<file path="config.mk">
export PLATFORM = sky130hd
export DESIGN_NAME = uart_rx
export DESIGN_NICKNAME = d
export VERILOG_FILES = /design/src/rtl/uart_rx.sv
export SDC_FILE = /design/constraint.sdc
export NUM_CORES = 1
export LEC_CHECK = 0
export ABC_AREA = 1
export BUFFER_PORTS_ARGS = -buffer_cell sky130_fd_sc_hd__buf_2
export CORE_MARGIN = 4
export CORE_UTILIZATION = 50
export DETAILED_ROUTE_END_ITERATION = 16
export GPL_TIMING_DRIVEN = 0
export HOLD_SLACK_MARGIN = 0.03
export PLACE_DENSITY = 0.82
export SYNTH_ARGS = -nofsm -noshare
export SYNTH_HDL_FRONTEND = slang
export SYNTH_SLANG_ARGS = --single-unit
</file>
<file path="constraint.sdc">
create_clock -name clk -period 1.65 [get_ports clk]
set_clock_uncertainty 0.05 [all_clocks]
set_input_delay 0.165 -clock clk [delete_from_list [all_inputs] [get_ports clk]]
set_output_delay 0.165 -clock clk [all_outputs]
set_load 0.02 [all_outputs]
</file>
<file path="src/rtl/uart_rx.sv">
// uart_rx: 8N1 receiver, two-flop sync, one-entry holding register.
// Define UART_RX_MAJORITY_EN for 2-of-3 majority sampling around mid-bit.
module uart_rx #(
  parameter int unsigned CLK_PER_HALF_BIT = 5208
) (
  input  logic       clk,
  input  logic       rstn,
  input  logic       rxd,
  output logic [7:0] rdata,
  output logic       rx_valid,
  input  logic       rx_ack,
  output logic       ferr,
  output logic       overrun,
  output logic       rx_busy
);
  typedef enum logic [1:0] {IDLE, START, DATA, STOP} state_e;

  localparam logic [31:0] HALF = 32'(CLK_PER_HALF_BIT);
  localparam logic [31:0] FULL = 32'(2 * CLK_PER_HALF_BIT);

  state_e      state_q;
  logic [31:0] cnt_q;
  logic [2:0]  bit_q;
  logic [7:0]  sh_q;
  logic [7:0]  rdata_q;
  logic        valid_q;
  logic        ferr_q;
  logic        ovr_q;
  logic        s1_q;
  logic        rxs_q;
  logic        smp;

  always_ff @(posedge clk or negedge rstn) begin
    if (!rstn) begin
      s1_q  <= 1'b1;
      rxs_q <= 1'b1;
    end else begin
      s1_q  <= rxd;
      rxs_q <= s1_q;
    end
  end

`ifdef UART_RX_MAJORITY_EN
  // Decision one cycle past mid, so the start point shifts by one.
  localparam logic [31:0] START_AT = HALF;
  logic h1_q;
  logic h2_q;

  always_ff @(posedge clk or negedge rstn) begin
    if (!rstn) begin
      h1_q <= 1'b1;
      h2_q <= 1'b1;
    end else begin
      h1_q <= rxs_q;
      h2_q <= h1_q;
    end
  end

  assign smp = (h2_q & h1_q) | (h2_q & rxs_q) | (h1_q & rxs_q);
`else
  localparam logic [31:0] START_AT = HALF - 32'd1;
  assign smp = rxs_q;
`endif

  always_ff @(posedge clk or negedge rstn) begin
    if (!rstn) begin
      state_q <= IDLE;
      cnt_q   <= '0;
      bit_q   <= '0;
      sh_q    <= '0;
      rdata_q <= '0;
      valid_q <= 1'b0;
      ferr_q  <= 1'b0;
      ovr_q   <= 1'b0;
    end else begin
      ferr_q <= 1'b0;
      ovr_q  <= 1'b0;
      if (rx_ack && valid_q) valid_q <= 1'b0;
      unique case (state_q)
        IDLE: begin
          cnt_q <= '0;
          if (!rxs_q) state_q <= START;
        end
        START: begin
          if (cnt_q == START_AT) begin
            cnt_q   <= '0;
            bit_q   <= '0;
            state_q <= smp ? IDLE : DATA;
          end else begin
            cnt_q <= cnt_q + 32'd1;
          end
        end
        DATA: begin
          if (cnt_q == FULL - 32'd1) begin
            cnt_q <= '0;
            sh_q  <= {smp, sh_q[7:1]};
            bit_q <= bit_q + 3'd1;
            if (bit_q == 3'd7) state_q <= STOP;
          end else begin
            cnt_q <= cnt_q + 32'd1;
          end
        end
        STOP: begin
          if (cnt_q == FULL - 32'd1) begin
            cnt_q   <= '0;
            state_q <= IDLE;
            if (!smp) begin
              ferr_q <= 1'b1;
            end else if (valid_q && !rx_ack) begin
              ovr_q <= 1'b1;
            end else begin
              rdata_q <= sh_q;
              valid_q <= 1'b1;
            end
          end else begin
            cnt_q <= cnt_q + 32'd1;
          end
        end
        default: state_q <= IDLE;
      endcase
    end
  end

  assign rdata    = rdata_q;
  assign rx_valid = valid_q;
  assign ferr     = ferr_q;
  assign overrun  = ovr_q;
  assign rx_busy  = (state_q != IDLE);
endmodule
</file>
# Word-level counts from Yosys, hierarchy flattened
# Index checks and enable logic that the tools add are counted.
# Widths: inputs -> output; s select.
dict set report word_totals {
  regBits 58
  latch_bits 0
  ram_bits 0
  rom_bits 0
  in_bits 4
  output_inout_bits 12
  wordCells 60
  n_memories 0
}
dict set report classes {
  n_addsub 2
  n_mul 0
  div_mod_pow 0
  order_cmp 0
  n_eq_ne 11
  shifts 0
  muxes 25
  bitwise_logic 1
  n_reduce_logical 11
}
# operator n
set op_table {}
lappend op_table {{$pmux 32 s3} 1}
lappend op_table {{$mux 32} 2}
lappend op_table {{$add 32x1->32 const B} 1}
lappend op_table {{$eq 32x13->1 const B} 1}
lappend op_table {{$eq 32x14->1 const B} 1}
lappend op_table {{$mux 1} 12}
lappend op_table {{$mux 2} 6}
lappend op_table {{$ne 2x2->1 const B} 5}
lappend op_table {{$pmux 2 s4} 1}
lappend op_table {{$mux 3} 2}
lappend op_table {{$pmux 3 s2} 1}
lappend op_table {{$reduce_and 5->1} 1}
lappend op_table {{$eq 2x2->1 const B} 2}
lappend op_table {{$reduce_and 4->1} 1}
lappend op_table {{$reduce_bool 2->1} 2}
lappend op_table {{$add 3x1->3 const B} 1}
lappend op_table {{$eq 3x3->1 const B} 1}
lappend op_table {{$reduce_and 3->1} 1}
lappend op_table {{$eq 2x1->1 const B} 1}
lappend op_table {{$logic_and 1x1->1} 2}
lappend op_table {{$logic_not 2->1} 1}
lappend op_table {{$reduce_and 2->1} 1}
lappend op_table {{$reduce_or 2->1} 1}
lappend op_table {{$logic_not 1->1} 1}
lappend op_table {{$not 1->1} 1}

# Depth between registers and ports, before layout
# Gate-level depths: netlist (run 1).
dict set report depth {
  depth_word 6
  depth_mapped 12
  depth_no_buf 12
}

# Worst setup path after synthesis (run 1)
# Ideal clock, no wire load.
dict set report synth_path {
  kind {reg-to-reg}
  startpoint {register cnt_q[0]}
  endpoint {register bit_q[1]}
  setup_time_ns 0.117
  arrival_time_ns 1.477
  t_required_ns 1.483
  slack_ns 0.005
  path_stages_with_launch 10
  n_path_buf 1
  synth_period_minus_slack_ns 1.645
  cell_sequence {dfrtp_1 -> ha_1 -> nand2_2 -> nor2_4 -> nand3_2 -> nor2_4 -> nand3_4 -> buf_6 -> nand3_1 -> nand2_1}
}
dict set report synth_via {
  elab_chain_cells 3
  word_cells_on_any_way 5
  cone_classes {eq/ne (4); reduce/logical (1)}
}
# item line
set synth_lines {}
lappend synth_lines {{start: declaration} 22} ;# logic [31:0] cnt_q;
lappend synth_lines {{start signal: assignment} 90} ;# cnt_q <= cnt_q + 32'd1;
lappend synth_lines {{start signal: assignment} 100} ;# cnt_q <= cnt_q + 32'd1;
lappend synth_lines {{start signal: assignment} 116} ;# cnt_q <= cnt_q + 32'd1;
lappend synth_lines {{$eq 32x14->1 / $eq 32x13->1 (equally long branches)} {94, 85}}
lappend synth_lines {{$ne 2x2->1 (no source line)} n/a}
lappend synth_lines {{$reduce_and 3->1 (no source line) (*)} n/a}
lappend synth_lines {{end signal: assignment} 97} ;# bit_q <= bit_q + 3'd1;
lappend synth_lines {{end: declaration} 23} ;# logic [2:0] bit_q;
# Mark *: on every way between the ends. The rest lies on a longest branch, timed or not.
# A chain may end at the register's enable or synchronous reset.

==> results.md, run 1 <==
- Die Y: 87.5 um
- Avg Cell Area, Syn: 7.88 um2
- Crit path time final: 2.03 ns
- IO Port Bufs: 15
- Post-Synth XOR/XNOR Area: 0.0609
- Slew Limit Fails: 0
- Final #Nets: 474
- DR vias/cell: 5.83
- GRT overflow: 0
- Setup WS post-layout: -0.384 ns
- Worst VDD drop: 0.756 mV
- CTS Buffer Depth: 2
- Setup crit start kind: flop
- Total vias in the final route: 3188
- Syn Inst Count: 401
- Root Buffer: clkbuf_8
- H-tree Lvls: 3
- Synth Area in Compound Gates: 0.0958
- CP required: 1.85 ns
- Final period util: 1.23
- Arrival time worst endpoint: 2.23 ns
- YS warnings: 0
- Critical Path End Type: flop
- FF-to-FF setup slack: -0.38 ns
- Cell Rows: 28
- Setup violations, final: 41
- Routed Antenna Nets: 0
- Fmax: 0.492 GHz
- Hold path endpoint: overrun
- Clock transition at the registers of the reported paths: 0.07 ns
- Most common cell type on the critical path: nand2_1
- Clk_lat worst skew: 0.37 ns
- Total Routing Usage GR: 0.238
- Post-route cell area: 0.00429 mm2
- Final Hold Vio Count: 0
- Pleak: 1.90 nW
- Syn Nets: 408
- Status: complete, but fails checks
- CTS sink count: 58
- Final Routed Wirelength: 10300 um
- CP cell instances: nor2_1 > nand2_1 > nor2_1 > nand2_1 > nor2_4 > nor2_4 > nor2_2 > nand4_1 > nand2_1 > nand2_1
- Failing checks: setup timing
- Max Cap Violations: 0
- Hold-critical path depth: 4
- Hold Path Origin: rx_ack
- Fraction of layout cells with a size suffix above 1: 0.377
- Worst Tran Pin Value: 0.742 ns
- Cells on worst reg2reg path: 10
- Multiplexer area fraction after synthesis: 0
- Routability Congestion: 0.918
- Max_slew headroom: 0.506
- Placement-stage worst setup slack: -0.298 ns
- Tot Pwr: 3.01 mW
- Crit-path max FO: 6
- Largest family of logic cells by synthesized area: simple AND/OR/NAND/NOR gates
- Mapped Area: 0.00316 mm2
- First-pass GRT wire length: 13700 um
- CP max stage delay: 0.44 ns
- Area growth syn-to-layout: 35.8%
- Post-Synth Adder-Cell Area: 0.0119
- Drt initial violations: 315
- Total negative slack: -5.39 ns
- DIE AREA: 0.00766 mm2
- Total CTS buffers: 9
- Post-DP Area: 0.00333 mm2
- WS Path Type: reg2reg
- DIE WIDTH: 87.5 um
- Dpl hpwl: 5500 um
- Number of global-route vias before repair: 2782
- Count of cell types in the netlist: 32
- Post-route DRC: 0
- Hold crit path type: in2reg
- Slowest-stage cell, CP: dfrtp_1
- Synth Area in Simple Gates: 0.301
- Largest net degree at the start of global routing: 59
- R2r startpoint: cnt_q[14]
- Pwr Density: 701 mW/mm2
- Yosys reg bits: 58
- CTS tree: built
- I/O pin count: 16
- RSZ-0062 raised after global routing: true
- Most frequent cells in the layout: nand2_1 (76), dfrtp_1 (45), nor2_1 (43), inv_1 (38), buf_4 (28)
- First-pass DRT Iterations: 5
- N_diodes: 0
- Sequential element share of the synthesized area: 0.460
- Average wire per standard cell: 18.8 um
- Core area: 0.00603 mm2
- Antenna violations before repair: 0
- Commonest non-fill, non-tap cell in the layout: nand2_1
- Starting Density: 0.525
cells by family after synthesis:
family / Yosys count
xor gates and xnor gates: 22
AOI/OAI and AO/OA: 49
adders and majority gates: 3
and+or+nand+nor: 216
DFF: 58
buffers and inverters: 53
registers in the layout, indices dropped and copies added, names as in the netlist, named ones only:
| name | cells |
|---|---|
| bit_q | 3 |
| cnt_q | 32 |
| ferr | 1 |
| overrun | 1 |
| rdata | 8 |
| rx_valid | 1 |
| rxs_q | 1 |
| s1_q | 1 |
| sh_q | 8 |
| state_q | 1 |
power by group:
part | internal [mW] | total [mW] | switching (mW)
Clock | 0.862 | 1.54 | 0.682
Sequential | 1.42 | 1.43 | 0.00235
Combinational | 0.00650 | 0.0364 | 0.0299
Total | 2.29 | 3.01 | 0.714
layout make-up:
type                    count  area, um2
well taps                  75       93.8
flip-flops and latches     58       1470
inverters                  47        184
repair buffers             55        468
plain buffers               6       67.6
fillers                   436       1730
multi-input cells         290       1790
clock inverters             7        103
clock buffers               9        124
worst max-delay path by stage:
| stage | from | end | slack [ns] | cells after the start |
|---|---|---|---|---|
| floorplan | cnt_q[0] | bit_q[1] | 0.005 | 9 |
| global placement | cnt_q[0] | rdata[5] | -0.24 | 9 |
| detailed placement | cnt_q[0] | rdata[5] | -0.30 | 9 |
| CTS | cnt_q[1] | sh_q[0] | -0.04 | 9 |
| global route | cnt_q[8] | flop | -0.48 | 10 |
| finish | cnt_q[14] | flop | -0.38 | 10 |
through the flow:
step                       util  cells  hold WS (ns)
after floorplan               -    401        -0.181
after global routing      0.712    547        0.0752
final                     0.712    547        0.0716
after global placement    0.553    491         0.221
after detailed placement  0.553    491         0.222
after CTS                 0.629    521        0.0369
synth_stat cells, drive strengths merged:
cell	instances	area, um2
a21oi	21	105
xnor2	3	26.3
o21ai	17	108
a211oi	8	70.1
clkbuf	2	7.51
inv	47	176
and3	1	6.26
buf	4	38.8
nor4	2	12.5
dfrtp	56	1400
ha	3	37.5
nor3	18	100
nand2	101	397
a21boi	1	7.51
xor2	19	166
nand3	19	113
nor2	65	262
nand4	10	62.6
dfstp	2	52.6
a31oi	2	12.5
critical path: cells and delay by family (launching register included):
family,cells,cell delay [ns]
flip-flops,1,0.44
AND/OR/NAND/NOR,10,1.43
layer usage:
| metal | wire (um) | vias to the layer above | global-route usage |
|---|---|---|---|
| met5 | 0 | - | 0 |
| met4 | 597 | 0 | 0.0879 |
| met3 | 837 | 57 | 0.0596 |
| met2 | 4890 | 181 | 0.362 |
| met1 | 3980 | 1517 | 0.329 |
| li1 | - | 1433 | - |
what timing repair did:
item | in CTS | in global routing
buffers inserted | 12 | 22
hold buffers | 1 | 1
cloned | 1 | 3
hold endpoints to repair | 1 | 56
gates resized for setup | 29 | 90
setup endpoints to repair | 42 | 50
pin swaps | 8 | 21
No activity file was read; power rests on OpenSTA's default activity.
==> run 2: changes to the inputs <==
--- a/config.mk
+++ b/config.mk
@@ -12,6 +12,7 @@
 export DETAILED_ROUTE_END_ITERATION = 16
 export GPL_TIMING_DRIVEN = 0
 export HOLD_SLACK_MARGIN = 0.03
+export MAX_ROUTING_LAYER = met4
 export PLACE_DENSITY = 0.82
 export SYNTH_ARGS = -nofsm -noshare
 export SYNTH_HDL_FRONTEND = slang
==> run 2 against run 1 <==
Net effect: the run still ends with setup timing left; worst hold slack better by 0.0049 ns; sequential share of layout area up 1.6 points; clock power is essentially flat; highest routed layer unchanged.
==> results.md, run 2 (same netlist as run 1, synthesis figures left out) <==
- First-pass DRT Iterations: 5 (unchanged)
- Number of global-route vias before repair: 2812 (was 2782)
- Total Routing Usage GR: 0.238 (about the same)
- Cell Rows: 28 (unchanged)
- GRT overflow: 0 (unchanged)
- Sequential cell area: 0.00147 mm2 (about the same)
- DR vias/cell: 5.60 (was 5.83)
- Fill count: 440 (was 436)
- Total vias in the final route: 3004 (was 3188)
- Dpl hpwl: 5530 um (was 5500 um)
- Largest net degree at the start of global routing: 59 (unchanged)
- Hold crit path type: in2reg (unchanged)
- CTS Buffer Depth: 2 (unchanged)
- Average wire per standard cell: 16.5 um (was 18.8 um)
- Setup violations, final: 37 (was 41)
- N_diodes: 0 (unchanged)
- Footprint of the multi-input gates: 0.00170 mm2 (was 0.00179 mm2)
- Setup crit start kind: flop (unchanged)
- Final Routed Wirelength: 8850 um (was 10300 um)
- Worst VDD drop: 0.548 mV (was 0.756 mV)
- Crit-path max FO: 5 (was 6)
- Pwr Density: 728 mW/mm2 (was 701 mW/mm2)
- CTS tree: built (unchanged)
- Slowest-stage cell, CP: dfrtp_1 (unchanged)
- Critical Path End Type: flop (unchanged)
- Fmax: 0.559 GHz (was 0.492 GHz)
- Max_slew headroom: 0.510 (was 0.506)
- WS Path Type: reg2reg (unchanged)
- RSZ-0062 raised after global routing: true (unchanged)
- Clock transition at the registers of the reported paths: 0.08 ns (was 0.07 ns)
- Final Hold Vio Count: 0 (unchanged)
- H-tree Lvls: 3 (unchanged)
- CTS sink count: 58 (unchanged)
- DIE AREA: 0.00766 mm2 (unchanged)
- Pleak: 1.83 nW (was 1.90 nW)
- FF-to-FF setup slack: -0.14 ns (was -0.38 ns)
- Final Core Density: 0.682 (was 0.712)
- Max FFs per register: 32 (unchanged)
- Slew Limit Fails: 0 (unchanged)
- Worst Tran Pin Value: 0.735 ns (was 0.742 ns)
- Most common cell type on the critical path: nand2_1 (unchanged)
- CP required: 1.84 ns (was 1.85 ns)
- CP max stage delay: 0.41 ns (was 0.44 ns)
- Core area: 0.00603 mm2 (unchanged)
- Starting Density: 0.525 (unchanged)
- CP cell instances: inv_1 > nand2_1 > nor2_1 > nand3_1 > nor2_1 > nand4_1 > buf_4 > nand2_1 > nand2_1 (was nor2_1 > nand2_1 > nor2_1 > nand2_1 > nor2_4 > nor2_4 > nor2_2 > nand4_1 > nand2_1 > nand2_1)
- Root Buffer: clkbuf_8 (unchanged)
- Commonest non-fill, non-tap cell in the layout: nand2_1 (unchanged)
- Status: complete, but fails checks (unchanged)
- Max Cap Violations: 0 (unchanged)
- Total CTS buffers: 9 (unchanged)
- Die Y: 87.5 um (unchanged)
- Post-route DRC: 0 (unchanged)
- DIE WIDTH: 87.5 um (unchanged)
- Area growth syn-to-layout: 30.0% (was 35.8%)
- Clk_lat worst skew: 0.35 ns (was 0.37 ns)
- Tot Pwr: 2.99 mW (was 3.01 mW)
- Failing checks: setup timing (unchanged)
- Final #Nets: 463 (was 474)
- Routability Congestion: 0.927 (was 0.918)
- Final period util: 1.08 (was 1.23)
- First-pass GRT wire length: 13500 um (was 13700 um)
- Arrival time worst endpoint: 1.98 ns (was 2.23 ns)
- Drt initial violations: 226 (was 315)
- Crit path time final: 1.79 ns (was 2.03 ns)
- Fraction of layout cells with a size suffix above 1: 0.312 (was 0.377)
- Setup WS post-layout: -0.139 ns (was -0.384 ns)
- Antenna violations before repair: 0 (unchanged)
- Routed Antenna Nets: 0 (unchanged)
- Most frequent cells in the layout: nand2_1 (88), nor2_1 (49), dfrtp_1 (44), inv_1 (39), buf_4 (23) (was nand2_1 (76), dfrtp_1 (45), nor2_1 (43), inv_1 (38), buf_4 (28))
- I/O pin count: 16 (unchanged)
- Largest Register: cnt_q (unchanged)
- IO Port Bufs: 15 (unchanged)
[run 2: critical path: cells and delay by family (launching register included)]
kind	cells	cell delay [ns]
AND/OR/NAND/NOR	7	0.83
flip-flops	1	0.41
buffers and inverters	2	0.38
[run 2: through the flow]
step,hold slack [ns],setup slack [ns],std cells,TNS (ns),area (um2)
final,0.0765,-0.139,536,-2.33,4110
after CTS,0.0501,-0.0546,519,-0.275,3780
after global routing,0.0873,-0.204,536,-5.68,4110
after floorplan,-0.181,0.00540,401,0,3160
after detailed placement,0.222,-0.334,491,-9.19,3330
after global placement,0.221,-0.277,491,-7.88,3330
[run 2: what timing repair did]
action,CTS,global route
hold endpoints to repair,1,56
cloned,1,3
pin swaps,6,16
setup buffers,10,13
hold buffers,1,1
endpoints found under the setup margin,43,49
gates resized for setup,32,51
[run 2: worst paths after layout]
check                      cells past startpoint         to  startpoint
max                                            9   rdata[0]    cnt_q[4]
min                                            4   rx_valid      rx_ack
max reg2reg                                    9   rdata[0]    cnt_q[4]
min reg2reg                                    0      rxs_q        s1_q
max in group asynchronous                      2  cnt_q[10]        rstn
min in group asynchronous                      2  cnt_q[20]        rstn
[run 2: per-layer routing]
| metal | global-route usage | vias to the layer above | routed length (um) | part of all wire |
|---|---|---|---|---|
| li1 | - | 1401 | - | - |
| met1 | 0.321 | 1460 | 3880 | 0.44 |
| met2 | 0.353 | 117 | 4270 | 0.48 |
| met3 | 0.0416 | 26 | 477 | 0.054 |
| met4 | 0.100 | 0 | 229 | 0.026 |
| met5 | - | - | 0 | 0 |
[run 2: cell type report]
class / count / area share
Clock buffer: 10 / 0.0335
Clock inverter: 6 / 0.0216
Sequential cell: 58 / 0.357
Inverter: 47 / 0.0448
Tap cell: 75 / 0.0228
Buffer: 6 / 0.0167
Timing Repair Buffer: 44 / 0.0883
Multi-Input combinational cell: 290 / 0.415
[run 2: power by group]
group | leakage [nW] | total, mW | switching (mW) | internal, mW
logic | 0.951 | 0.0356 | 0.0291 | 0.00649
clock network | 0.109 | 1.53 | 0.635 | 0.893
registers | 0.769 | 1.43 | 0.00216 | 1.43
==> run 3: changes to the inputs <==
--- a/config.mk
+++ b/config.mk
@@ -7,13 +7,15 @@
 export LEC_CHECK = 0
 export ABC_AREA = 1
 export BUFFER_PORTS_ARGS = -buffer_cell sky130_fd_sc_hd__buf_2
+export CELL_PAD_IN_SITES_DETAIL_PLACEMENT = 0
+export CELL_PAD_IN_SITES_GLOBAL_PLACEMENT = 2
 export CORE_MARGIN = 4
-export CORE_UTILIZATION = 50
+export CORE_UTILIZATION = 33
 export DETAILED_ROUTE_END_ITERATION = 16
 export GPL_TIMING_DRIVEN = 0
 export HOLD_SLACK_MARGIN = 0.03
 export MAX_ROUTING_LAYER = met4
-export PLACE_DENSITY = 0.82
+export PLACE_DENSITY = 0.87
 export SYNTH_ARGS = -nofsm -noshare
 export SYNTH_HDL_FRONTEND = slang
 export SYNTH_SLANG_ARGS = --single-unit
==> run 3 against run 2 <==
Net effect: the flow still finishes with violations (setup timing); combinational power grew 4%; wire length shrank 1.2%; total power grew 5.2%; largest cell class unchanged; critical endpoint is now cnt_q[28]; count of clock-buffer cells in the layout shrank 1; flip-flop and latch count is the same.
==> results.md, run 3 (same netlist as run 1, synthesis figures left out) <==
- Status: complete, but fails checks (unchanged)
- Failing checks: setup timing (unchanged)
- Routed Antenna Nets: 0 (unchanged)
- Fmax: 0.573 GHz (was 0.559 GHz)
- IO Port Bufs: 15 (unchanged)
- N_diodes: 0 (unchanged)
- Total CTS buffers: 9 (unchanged)
- Hold-critical path depth: 4 (unchanged)
- Max_slew headroom: 0.484 (was 0.510)
- Final Hold Vio Count: 0 (unchanged)
- RSZ-0062 raised after global routing: true (unchanged)
- Footprint of the multi-input gates: 0.00170 mm2 (about the same)
- DR vias/cell: 4.83 (was 5.60)
- Die Y: 106 um (was 87.5 um)
- Hold Path Origin: rx_ack (unchanged)
- Critical Path End Type: flop (unchanged)
- Total vias in the final route: 2854 (was 3004)
- WS Path Type: reg2reg (unchanged)
- DIE AREA: 0.0112 mm2 (was 0.00766 mm2)
- Crit path time final: 1.74 ns (was 1.79 ns)
- Largest Register: cnt_q (unchanged)
- Tot Pwr: 3.15 mW (was 2.99 mW)
- H-tree Lvls: 3 (unchanged)
- Fill count: 956 (was 440)
- Number of global-route vias before repair: 2677 (was 2812)
- Worst VDD drop: 0.428 mV (was 0.548 mV)
- Setup violations, final: 29 (was 37)
- Cell Rows: 35 (was 28)
- Hold path endpoint: overrun (was rx_valid)
- Slew Limit Fails: 0 (unchanged)
- Final period util: 1.06 (was 1.08)
- Most frequent cells in the layout: nand2_1 (81), dfrtp_1 (47), nor2_1 (45), inv_1 (38), buf_4 (22) (was nand2_1 (88), nor2_1 (49), dfrtp_1 (44), inv_1 (39), buf_4 (23))
- Antenna violations before repair: 0 (unchanged)
- R2r startpoint: cnt_q[22] (was cnt_q[4])
- First-pass GRT wire length: 13900 um (was 13500 um)
- Fraction of layout cells with a size suffix above 1: 0.327 (was 0.312)
- CP Buf/Inv Count: 1 (was 2)
- Final Core Density: 0.449 (was 0.682)
- Slowest-stage cell, CP: dfrtp_1 (unchanged)
- Starting Density: 0.341 (was 0.525)
- Pleak: 1.86 nW (was 1.83 nW)
- Dpl hpwl: 5990 um (was 5530 um)
- Placement-stage worst setup slack: -0.348 ns (was -0.334 ns)
- Hold crit path type: in2reg (unchanged)
- Worst setup path startpoint: cnt_q[22] (was cnt_q[4])
- CP required: 1.87 ns (was 1.84 ns)
- Routability Congestion: 0.877 (was 0.927)
- Area growth syn-to-layout: 32.0% (was 30.0%)
- Largest net degree at the start of global routing: 59 (unchanged)
- Drt initial violations: 146 (was 226)
- CP cell instances: inv_1 > nor3_1 > nand4_1 > nor2_1 > nand2_1 > xor2_1 > a21oi_1 (was inv_1 > nand2_1 > nor2_1 > nand3_1 > nor2_1 > nand4_1 > buf_4 > nand2_1 > nand2_1)
- Sequential cell area: 0.00147 mm2 (about the same)
- CTS tree: built (unchanged)
- GRT overflow: 0 (unchanged)
- CTS Buffer Depth: 2 (unchanged)
- Setup crit start kind: flop (unchanged)
- Max Cap Violations: 0 (unchanged)
- CTS sink count: 58 (unchanged)
- Root Buffer: clkbuf_8 (unchanged)
- Arrival time worst endpoint: 1.96 ns (was 1.98 ns)
- Crit-path max FO: 5 (unchanged)
- DIE WIDTH: 106 um (was 87.5 um)
- I/O pin count: 16 (unchanged)
- Final #Nets: 464 (was 463)
- Total negative slack: -0.855 ns (was -2.33 ns)
- Worst Tran Pin Value: 0.774 ns (was 0.735 ns)
- Cells on worst reg2reg path: 7 (was 9)
- FF-to-FF setup slack: -0.09 ns (was -0.14 ns)
- CP delay by family, top: simple AND/OR/NAND/NOR gates (unchanged)
- Setup WS post-layout: -0.0946 ns (was -0.139 ns)
- CP max stage delay: 0.43 ns (was 0.41 ns)
- Commonest non-fill, non-tap cell in the layout: nand2_1 (unchanged)
- Final Routed Wirelength: 8750 um (was 8850 um)
- Clock transition at the registers of the reported paths: 0.07 ns (was 0.08 ns)
- Max FFs per register: 32 (unchanged)
- FF-to-FF End: cnt_q[28] (was rdata[0])
- Average wire per standard cell: 14.8 um (was 16.5 um)
- Clk_lat worst skew: 0.35 ns (about the same)
- First-pass DRT Iterations: 4 (was 5)
- Total Routing Usage GR: 0.165 (was 0.238)
- Pwr Density: 754 mW/mm2 (was 728 mW/mm2)
- Core area: 0.00928 mm2 (was 0.00603 mm2)
- Post-route DRC: 0 (unchanged)
run 3: changes by cell type in the layout (fill, tap and decap cells not counted), moves of 3 or more:
cell     before  now
dfrtp_1      44   47
nand2_1      88   81
buf_6         3    8
nor2_1       49   45
nand2_2       6   15
nor2_2       12   15
dfrtp_2      12    9
a21oi_1      18   21
run 3: stage by stage:
stage | instances | hold WS, ns | instance area (um2)
CTS | 573 | 0.0508 | 3860
floorplan | 401 | -0.181 | 3160
detailed placement | 545 | 0.222 | 3400
global route | 591 | 0.0711 | 4170
finish | 591 | 0.0611 | 4170
global placement | 545 | 0.220 | 3400
run 3: worst min-delay path, delay by kind of cell:
kind | cells | cell delay (ns)
buf+inv | 2 | 0.16
simple gates | 2 | 0.09
run 3: area by class of cell:
class                      count  area share
inverter                      47      0.0435
timing repair buffer          45      0.0834
clock buffer                   9      0.0297
multi-input combinational    290       0.407
buffer                         6      0.0168
sequential                    58       0.351
tap                          129      0.0387
clock inverter                 7      0.0300
run 3: routing by layer:
| metal | global-route usage | wire, um | vias up |
|---|---|---|---|
| met1 | 0.222 | 4200 | 1356 |
| met2 | 0.246 | 3980 | 68 |
| met4 | 0.0527 | 221 | 0 |
| met3 | 0.0374 | 346 | 18 |
| met5 | - | 0 | - |
| li1 | - | - | 1412 |
run 3: worst max path at each step:
stage	endpoint	slack (ns)	depth (start not counted)
floorplan	bit_q[1]	0.005	9
global placement	rdata[7]	-0.31	9
detailed placement	cnt_q[3]	-0.35	11
CTS	rdata[7]	-0.09	9
global route	cnt_q[28]	-0.18	7
finish	cnt_q[28]	-0.09	7
run 3: what timing repair did:
item                       CTS  global route
hold buffers                 1             1
hold endpoints to repair     1            56
gates resized for setup     39            50
cloned                       1             1
setup endpoints to repair   47            48
setup buffers               10            16
pin swaps                   12            21
run 3: report_power, final:
group / total, mW / switching [mW] / internal [mW]
logic: 0.0370 / 0.0305 / 0.00650
registers: 1.43 / 0.00179 / 1.42
clock network: 1.68 / 0.663 / 1.02
total: 3.15 / 0.695 / 2.45
